<file path="config.mk">
export PLATFORM = sky130hd
export DESIGN_NAME = icache_refill_ctrl
export DESIGN_NICKNAME = d
export VERILOG_FILES = /design/src/rtl/fetch_pkg.sv /design/src/rtl/icache_perf_counter.sv /design/src/rtl/icache_refill_ctrl.sv
export SDC_FILE = /design/constraint.sdc
export NUM_CORES = 1
export LEC_CHECK = 0
export ABC_CLOCK_PERIOD_IN_PS = 3500
export CAP_MARGIN = 25
export CORE_AREA = 2 2 141 143
export DETAILED_ROUTE_END_ITERATION = 12
export DIE_AREA = 0 0 143 145
export PLACE_DENSITY = 0.69
export SETUP_SLACK_MARGIN = 0.15
export SLEW_MARGIN = 20
export SYNTH_ARGS = -nofsm -noshare
export SYNTH_HDL_FRONTEND = slang
export SYNTH_HIERARCHICAL = 1
export SYNTH_SLANG_ARGS = --single-unit
</file>
<file path="constraint.sdc">
create_clock -name clk -period 3.5 [get_ports clk]
set_input_delay 0.7 -clock clk [delete_from_list [all_inputs] [get_ports clk]]
set_output_delay 0.7 -clock clk [all_outputs]
set_load 0.01 [all_outputs]
</file>
<file path="src/rtl/fetch_pkg.sv">
// fetch_pkg: shared fetch-stage widths, refill FSM state type and line alignment helper
package fetch_pkg;
  localparam int ADDR_W = 32;
  localparam int LINE_W = 128;
  localparam int OFFSET_W = 4;
  typedef enum logic [1:0] {IDLE, REQ, WAIT, FILL} state_t;
  function automatic logic [ADDR_W-1:0] line_align(input logic [ADDR_W-1:0] a);
    return {a[ADDR_W-1:OFFSET_W], {OFFSET_W{1'b0}}};
  endfunction
endpackage

</file>
<file path="src/rtl/icache_perf_counter.sv">
// icache_perf_counter: 32-bit event counter (clk, rst, inc in; cnt out) that saturates at all-ones
module icache_perf_counter (
  input  logic        clk,
  input  logic        rst,
  input  logic        inc,
  output logic [31:0] cnt
);
  always_ff @(posedge clk)
    cnt <= rst ? '0 : (inc && cnt != '1) ? cnt + 32'd1 : cnt;
endmodule

</file>
<file path="src/rtl/icache_refill_ctrl.sv">
// icache_refill_ctrl: I-cache miss/refill sequencer (fetch_* lookup in, mem_* line request/return, refill_* cache write, pc_stall out; ICACHE_PERF_EN adds hit_cnt/miss_cnt)
module icache_refill_ctrl
  import fetch_pkg::*;
(
  input  logic              clk,
  input  logic              rst,
  input  logic              fetch_valid,
  input  logic [ADDR_W-1:0] fetch_addr,
  input  logic              cache_hit,
  input  logic              redirect,
  output logic              mem_req,
  output logic [ADDR_W-1:0] mem_addr,
  input  logic              mem_ready,
  input  logic [LINE_W-1:0] mem_line,
  output logic              refill_we,
  output logic [ADDR_W-1:0] refill_addr,
  output logic [LINE_W-1:0] refill_line,
  output logic              pc_stall
`ifdef ICACHE_PERF_EN
  ,
  output logic [31:0]       hit_cnt,
  output logic [31:0]       miss_cnt
`endif
);
  state_t r_state;
  logic   r_pend;
  logic   w_miss;
  assign w_miss = fetch_valid & ~cache_hit & ~redirect;
  assign pc_stall = r_state == IDLE ? w_miss : r_state == FILL ? ~r_pend : 1'b1;
  always_ff @(posedge clk)
    if (rst) begin
      r_state     <= IDLE;
      r_pend      <= 1'b0;
      mem_req     <= 1'b0;
      mem_addr    <= '0;
      refill_we   <= 1'b0;
      refill_addr <= '0;
      refill_line <= '0;
    end else begin
      refill_we <= 1'b0;
      if (redirect && r_state != IDLE) r_pend <= 1'b1;
      case (r_state)
        IDLE: if (w_miss) begin
          r_state  <= REQ;
          mem_req  <= 1'b1;
          mem_addr <= line_align(fetch_addr);
        end
        REQ: r_state <= WAIT;
        WAIT: if (mem_ready) begin
          r_state     <= FILL;
          mem_req     <= 1'b0;
          refill_we   <= 1'b1;
          refill_addr <= mem_addr;
          refill_line <= mem_line;
        end
        FILL: begin
          r_state <= IDLE;
          r_pend  <= 1'b0;
        end
        default: r_state <= IDLE;
      endcase
    end
`ifdef ICACHE_PERF_EN
  logic w_cnt_en;
  assign w_cnt_en = r_state == IDLE && fetch_valid && !redirect;
  icache_perf_counter u_hit (.clk(clk), .rst(rst), .inc(w_cnt_en & cache_hit), .cnt(hit_cnt));
  icache_perf_counter u_miss (.clk(clk), .rst(rst), .inc(w_cnt_en & ~cache_hit), .cnt(miss_cnt));
`endif
endmodule

</file>
==> load_flow_metrics.sql, run 1 <==
INSERT INTO impl_metrics (metric_group, metric, value, unit) VALUES
('finish', 'final_design_area_no_fill', '10900', 'sq um'),
('sta', 'timing.slew.headroom', '0.480', ''),
('die', 'rows', '51', ''),
('min_path', 'worst_hold_startpoint', 'refill_line[105]', ''),
('run_status', 'outcome', 'complete, no violations', ''),
('pwr', 'p_leak', '3.68', 'nW'),
('setup_path', 'cp-start-kind', 'primary input', ''),
('detailed_routing', 'drt_first_iter_violations', '386', ''),
('yosys', 'synth_top_area_cell', 'dfxtp_1', ''),
('die', 'die_area', '20700', 'sq um'),
('pwr', 'share_comb_of_total_power', '0.224', ''),
('clocking', 'clock_sink_count', '189', ''),
('setup_path', 'crit_chain', 'clkdlybuf4s50_1 -> or3b_4 -> a21oi_1 -> clkdlybuf4s50_1', ''),
('yosys', 'synthTopCellsByArea', 'dfxtp_1 (57%), nand2_1 (21%), a21oi_1 (14%), buf_4 (2.8%), buf_2 (1.7%)', ''),
('clocking', 'cts.root.buffer_cell', 'clkbuf_16', ''),
('setup_path', 'critPathTopFamily', 'buffers and inverters', ''),
('min_path', 'timing.hold.worst.class', 'flip-flop to flip-flop', ''),
('placement', 'placement.io_buffers', '348', ''),
('detailed_routing', 'first_pass_iters', '4', ''),
('yosys', 'netlist_area', '6690', 'sq um'),
('global_route', 'use_met2', '0.334', ''),
('run', 'cap_viol_max_count', '0', ''),
('detailed_routing', 'routed_wire_length_per_instance', '14.7', 'um'),
('sta', 'clock.fmax', '328', 'MHz'),
('yosys', 'ys_ff_latch', '189', ''),
('finish', 'drive_gt1_frac', '0.0419', ''),
('sta', 'min_period_over_period', '0.871', ''),
('global_route', 'grt_remaining_overflow', '0', ''),
('pwr', 'power_density', '505', 'nW/um^2'),
('clocking', 'worst_setup_hold_path_clk_slew', '0.06', 'ns'),
('sta', 'timing_hold_violations_final', '0', ''),
('global_route', 'use_met3', '0.0845', ''),
('pwr', 'internal_power', '0.00390', 'W'),
('pwr', 'share_clk_of_total_power', '0.336', ''),
('global_route', 'grt_pass1_vias', '5998', ''),
('pwr', 'p_sw_frac', '0.290', ''),
('yosys', 'yosys-top-cells-count', 'nand2_1 (371), dfxtp_1 (189), a21oi_1 (188), buf_4 (25), buf_2 (23)', ''),
('sta', 'finalClockSkew', '0.0119', 'ns'),
('die', 'floorplan.initialDensity', '0.348', ''),
('placement', 'placed_cell_area', '10300', 'sq um'),
('setup_path', 'critPathLaunch', 'fetch_valid', ''),
('yosys', 'ys_warn_count', '6', ''),
('pwr', 'power_frac_seq', '0.441', ''),
('finish', 'flow.area_growth_from_synthesis', '62.5', '%'),
('global_route', 'gr-usage-met1', '0.226', ''),
('finish', 'final_net_count', '1327', ''),
('sta', 'max_slew.worst_pin.slew', '0.780', 'ns'),
('die', 'die-height', '145', 'um'),
('setup_path', 'worstPathMaxFanout', '4', ''),
('sta', 'period_minus_slack', '3.05', 'ns'),
('setup_path', 'critPathCaptureType', 'primary output', ''),
('setup_path', 'required', '2.80', 'ns'),
('die', 'pin_count', '361', ''),
('yosys', 'synth_cell_types', '23', ''),
('global_route', 'pin_count_of_the_biggest_net_entering_global_routing', '94', ''),
('die', 'chipWidth', '143', 'um'),
('global_route', 'grt.total_usage', '0.198', ''),
('detailed_routing', 'wirelength', '21100', 'um'),
('clocking', 'cts.hold.buffers_added', '0', ''),
('placement', 'half_perimeter_wire_length_after_placement', '14700', 'um'),
('detailed_routing', 'route.vias.total', '6521', ''),
('finish', 'antennaDiodeCount', '0', ''),
('yosys', 'async_reset_ff_frac', '0', ''),
('setup_path', 'critical_path.max_stage_delay', '0.57', 'ns'),
('clocking', 'total_clock_buffers_created_by_cts', '17', ''),
('yosys', 'synthMostInstantiatedCell', 'nand2_1', ''),
('setup_path', 'critical-path-slowest-cell', 'clkdlybuf4s50_1', ''),
('sta', 'final-setup-viol-count', '0', ''),
('yosys', 'yosys.area.top_type_share', '0.566', ''),
('sta', 'unrepaired_setup_endpoints_after_global_routing', 'false', ''),
('yosys', 'postSynthCellCount', '840', '');
[per-layer routing]
| metal | part of all wire | up-vias |
|---|---|---|
| li1 | - | 3301 |
| met1 | 0.40 | 2946 |
| met2 | 0.49 | 256 |
| met3 | 0.099 | 18 |
| met4 | 0.015 | 0 |
| met5 | 0 | - |
[layout make-up]
type	count	area, sq um
Fill cell	1807	8340
Clock inverter	14	124
Timing Repair Buffer	360	3640
Inverter	5	18.8
Tap cell	265	332
Multi-Input combinational cell	584	2530
Sequential cell	189	3780
Clock buffer	18	439
[stage by stage]
step	cells	hold WS, ns	power, W	worst slack [ns]	utilization
2_1_floorplan	847	0.468	0.00305	1.46	-
3_3_place_gp	1403	0.440	0.00369	0.453	0.537
3_5_place_dp	1403	0.446	0.00370	0.429	0.537
4_1_cts	1435	0.456	0.00557	0.435	0.566
5_1_grt	1435	0.465	0.00578	0.369	0.566
6_report	1435	0.452	0.00549	0.451	0.566
[final timing paths]
kind / depth (start not counted) / endpoint / slack [ns]
worst min-delay path: 2 / refill_line[105] / 0.45
worst min register to register: 2 / refill_line[105] / 0.45
worst max register to register: 6 / mem_addr[26] / 1.47
worst max-delay path: 4 / pc_stall / 0.45
[cells in the final DEF, fill, tap and decap left out, types with 2 or more instances in the layout]
| master | instances |
|---|---|
| dfxtp_1 | 189 |
| conb_1 | 8 |
| inv_1 | 5 |
| a21oi_1 | 188 |
| inv_8 | 2 |
| buf_4 | 7 |
| ha_1 | 4 |
| clkdlybuf4s50_1 | 347 |
| inv_6 | 5 |
| buf_12 | 5 |
| nor2_1 | 2 |
| clkinv_2 | 2 |
| clkbuf_16 | 17 |
| nand2_1 | 370 |
| clkinvlp_4 | 3 |
[kinds of logic after synthesis]
family,count (synthesis),synth area share
buf+inv,74,0.0610
fa+ha+maj,4,0.00748
compound gates,191,0.146
flops,189,0.566
simple gates,380,0.218
other cells,1,0.000561
mux,1,0.00150
[sequential cells by signal, summed over array words and instances (netlist names)]
register / cells
mem_addr: 28
r_pend: 1
refill_line: 128
mem_req: 1
refill_we: 1
r_state: 2
refill_addr: 28
[tightest hold or removal path, delay by kind of cell (launching register included)]
kind             cells  cell delay, ns
AO/OA/AOI/OAI        1            0.05
AND/OR/NAND/NOR      1            0.05
flip-flops           1            0.31
[power groups by stage]
stage	Sequential [W]	Combinational, W	Clock [W]
global placement	0.00246	0.00123	0
CTS	0.00242	0.00124	0.00191
floorplan	0.00254	0.000514	0
finish	0.00242	0.00123	0.00184
detailed placement	0.00247	0.00124	0
global route	0.00244	0.00134	0.00200
Power figures use the tool's default switching activity.
==> run 2: changes to the inputs <==
Settings changed: REMOVE_ABC_BUFFERS set to 1, SETUP_SLACK_MARGIN 0.15 to 0.02.
==> run 2 against run 1 <==
Critical endpoint unchanged. Maximum frequency increased by 1.2%. Flip-flop and latch count unchanged. Highest routed layer unchanged. Global-route usage decreased by 0.69 points. Register-to-register slack improved by 0.03 ns.
==> load_flow_metrics.sql, run 2 (synthesis results as in run 1) <==
INSERT INTO impl_metrics (metric_group, metric, value, unit) VALUES
('clocking', 'worst_setup_hold_path_clk_slew', '0.06', 'ns'),
('min_path', 'timing.hold.worst.class', 'flip-flop to flip-flop', ''),
('setup_path', 'timing.critical_path.mode_cell', 'clkdlybuf4s50_1', ''),
('detailed_routing', 'detail_route.drc_violations', '0', ''),
('detailed_routing', 'drt_first_iter_violations', '327', ''),
('die', 'chipWidth', '143', 'um'),
('finish', 'flow.area_growth_from_synthesis', '62.5', '%'),
('setup_path', 'cp-start-kind', 'primary input', ''),
('sta', 'fin_ws', '0.486', 'ns'),
('clocking', 'clock_sink_count', '189', ''),
('sta', 'timing.slew.headroom', '0.522', ''),
('sta', 'final-setup-viol-count', '0', ''),
('placement', 'pre_cts_ws', '0.498', 'ns'),
('die', 'die_area', '20700', 'sq um'),
('detailed_routing', 'dr_vias_cell', '4.56', ''),
('sta', 'period_minus_slack', '3.01', 'ns'),
('sta', 'unrepaired_setup_endpoints_after_global_routing', 'false', ''),
('finish', 'antennaDiodeCount', '0', ''),
('run_status', 'outcome', 'complete, no violations', ''),
('placement', 'gp_congestion', '0.767', ''),
('finish', 'largest_register_ffs', '128', ''),
('finish', 'final_common_cell', 'nand2_1', ''),
('pwr', 'irDropWorstVdd', '0.347', 'mV'),
('die', 'die-height', '145', 'um'),
('sta', 'slew_viol_final', '0', ''),
('clocking', 'worst_skew_pair.late_latency', '0.43', 'ns'),
('die', 'core_area', '19200', 'sq um'),
('finish', 'final_cell_count_no_fill', '1432', ''),
('finish', 'drive_gt1_frac', '0.0394', ''),
('sta', 'min_period_over_period', '0.861', ''),
('pwr', 'p_leak', '3.69', 'nW'),
('finish', 'mostFrequentLayoutCells', 'nand2_1 (370), clkdlybuf4s50_1 (347), dfxtp_1 (189)', ''),
('die', 'rows', '51', ''),
('placement', 'placement.io_buffers', '348', ''),
('sta', 'max_slew.worst_pin.slew', '0.718', 'ns'),
('global_route', 'pin_count_of_the_biggest_net_entering_global_routing', '91', ''),
('pwr', 'power_density', '509', 'nW/um^2'),
('finish', 'layout_top_registers', 'refill_line (128), mem_addr (28), refill_addr (28)', ''),
('detailed_routing', 'route.vias.total', '6534', ''),
('setup_path', 'setup.worst_path.class', 'primary input to primary output', ''),
('run', 'cap_viol_max_count', '0', ''),
('clocking', 'cts.root.buffer_cell', 'clkbuf_16', ''),
('finish', 'post-route-util', '0.566', ''),
('die', 'pin_count', '361', ''),
('die', 'floorplan.initialDensity', '0.348', ''),
('setup_path', 'critPathCaptureType', 'primary output', ''),
('finish', 'largest-register', 'refill_line', ''),
('sta', 'totalNegativeSetupSlack', '0', 'ns'),
('detailed_routing', 'wirelength', '20700', 'um'),
('detailed_routing', 'first_pass_iters', '4', ''),
('setup_path', 'critical-path-slowest-cell', 'clkdlybuf4s50_1', ''),
('clocking', 'tritoncts', 'yes', ''),
('clocking', 'cts.repair.resized', '0', ''),
('sta', 'timing_hold_violations_final', '0', ''),
('detailed_routing', 'antenna_violating_nets_post_route', '0', ''),
('setup_path', 'worstPathMaxFanout', '4', ''),
('clocking', 'cts.hold.buffers_added', '0', ''),
('setup_path', 'required', '2.80', 'ns'),
('setup_path', 'critical_path.max_stage_delay', '0.55', 'ns'),
('clocking', 'cts-root-to-sink-buffers', '2', ''),
('global_route', 'grt.total_usage', '0.191', ''),
('clocking', 'htreeDepth', '4', ''),
('global_route', 'grt_pass1_vias', '5929', ''),
('detailed_routing', 'routed_wire_length_per_instance', '14.5', 'um'),
('global_route', 'grt_pass1_wl', '31600', 'um'),
('sta', 'finalClockSkew', '0.0126', 'ns'),
('pwr', 'fin_total_pwr', '0.00554', 'W'),
('setup_path', 'critPathArrivalTime', '2.31', 'ns'),
('clocking', 'post-cts-setup-buffer-count', '0', ''),
('clocking', 'total_clock_buffers_created_by_cts', '17', ''),
('placement', 'placed_cells_incl_taps', '1400', ''),
('placement', 'half_perimeter_wire_length_after_placement', '14200', 'um'),
('global_route', 'grt_remaining_overflow', '0', ''),
('global_route', 'antenna_found_initial', '0', ''),
('finish', 'final_net_count', '1324', ''),
('setup_path', 'crit_chain', 'clkdlybuf4s50_1 -> or3b_4 -> a21oi_1 -> clkdlybuf4s50_1', ''),
('sta', 'clock.fmax', '332', 'MHz');
==> run 2: cell types whose count changed in the layout (fill, tap and decap cells not counted), sizes merged <==
cell / previous run / this run
clkinvlp: 3 / 0
clkinv: 4 / 5
buf: 13 / 10
clkbuf: 18 / 20
==> run 2: layout make-up <==
type,count,area [sq um]
repair buffers,357,3610
flip-flops and latches,189,3780
well taps,265,332
clock buffers,20,467
inverters,5,18.8
fillers,1778,8340
multi-input cells,584,2530
clock inverters,12,120
==> run 2: worst max-delay path: cells and delay by family <==
family | cells | cell delay [ns]
buffers and inverters | 2 | 1.01
and+or+nand+nor | 1 | 0.44
AOI/OAI and AO/OA | 1 | 0.16
==> run 2: final timing paths <==
path | start | endpoint | slack, ns | cells past startpoint
max | cache_hit | pc_stall | 0.49 | 4
min | refill_addr[6] | refill_addr[6] | 0.45 | 2
max reg2reg | r_state[0] | refill_line[93] | 1.50 | 6
min reg2reg | refill_addr[6] | refill_addr[6] | 0.45 | 2
==> run 2: layer usage <==
metal,vias up,share of wire,GRT usage
met5,-,0,0
met1,2967,0.41,0.224
met3,34,0.095,0.0766
li1,3297,-,-
met2,236,0.47,0.316
met4,0,0.022,0.0663
==> run 2: power by group <==
part           switching [W]  total (W)  internal [W]
combinational       0.000603    0.00121      0.000610
sequential         0.0000929    0.00242       0.00232
clock               0.000904    0.00191       0.00100
==> run 2: per-stage QoR <==
| step | hold WS [ns] | area (sq um) |
|---|---|---|
| final | 0.452 | 10900 |
| after floorplan | 0.468 | 6330 |
| after detailed placement | 0.445 | 10300 |
| after global routing | 0.466 | 10900 |
| after CTS | 0.455 | 10900 |
| after global placement | 0.440 | 10300 |
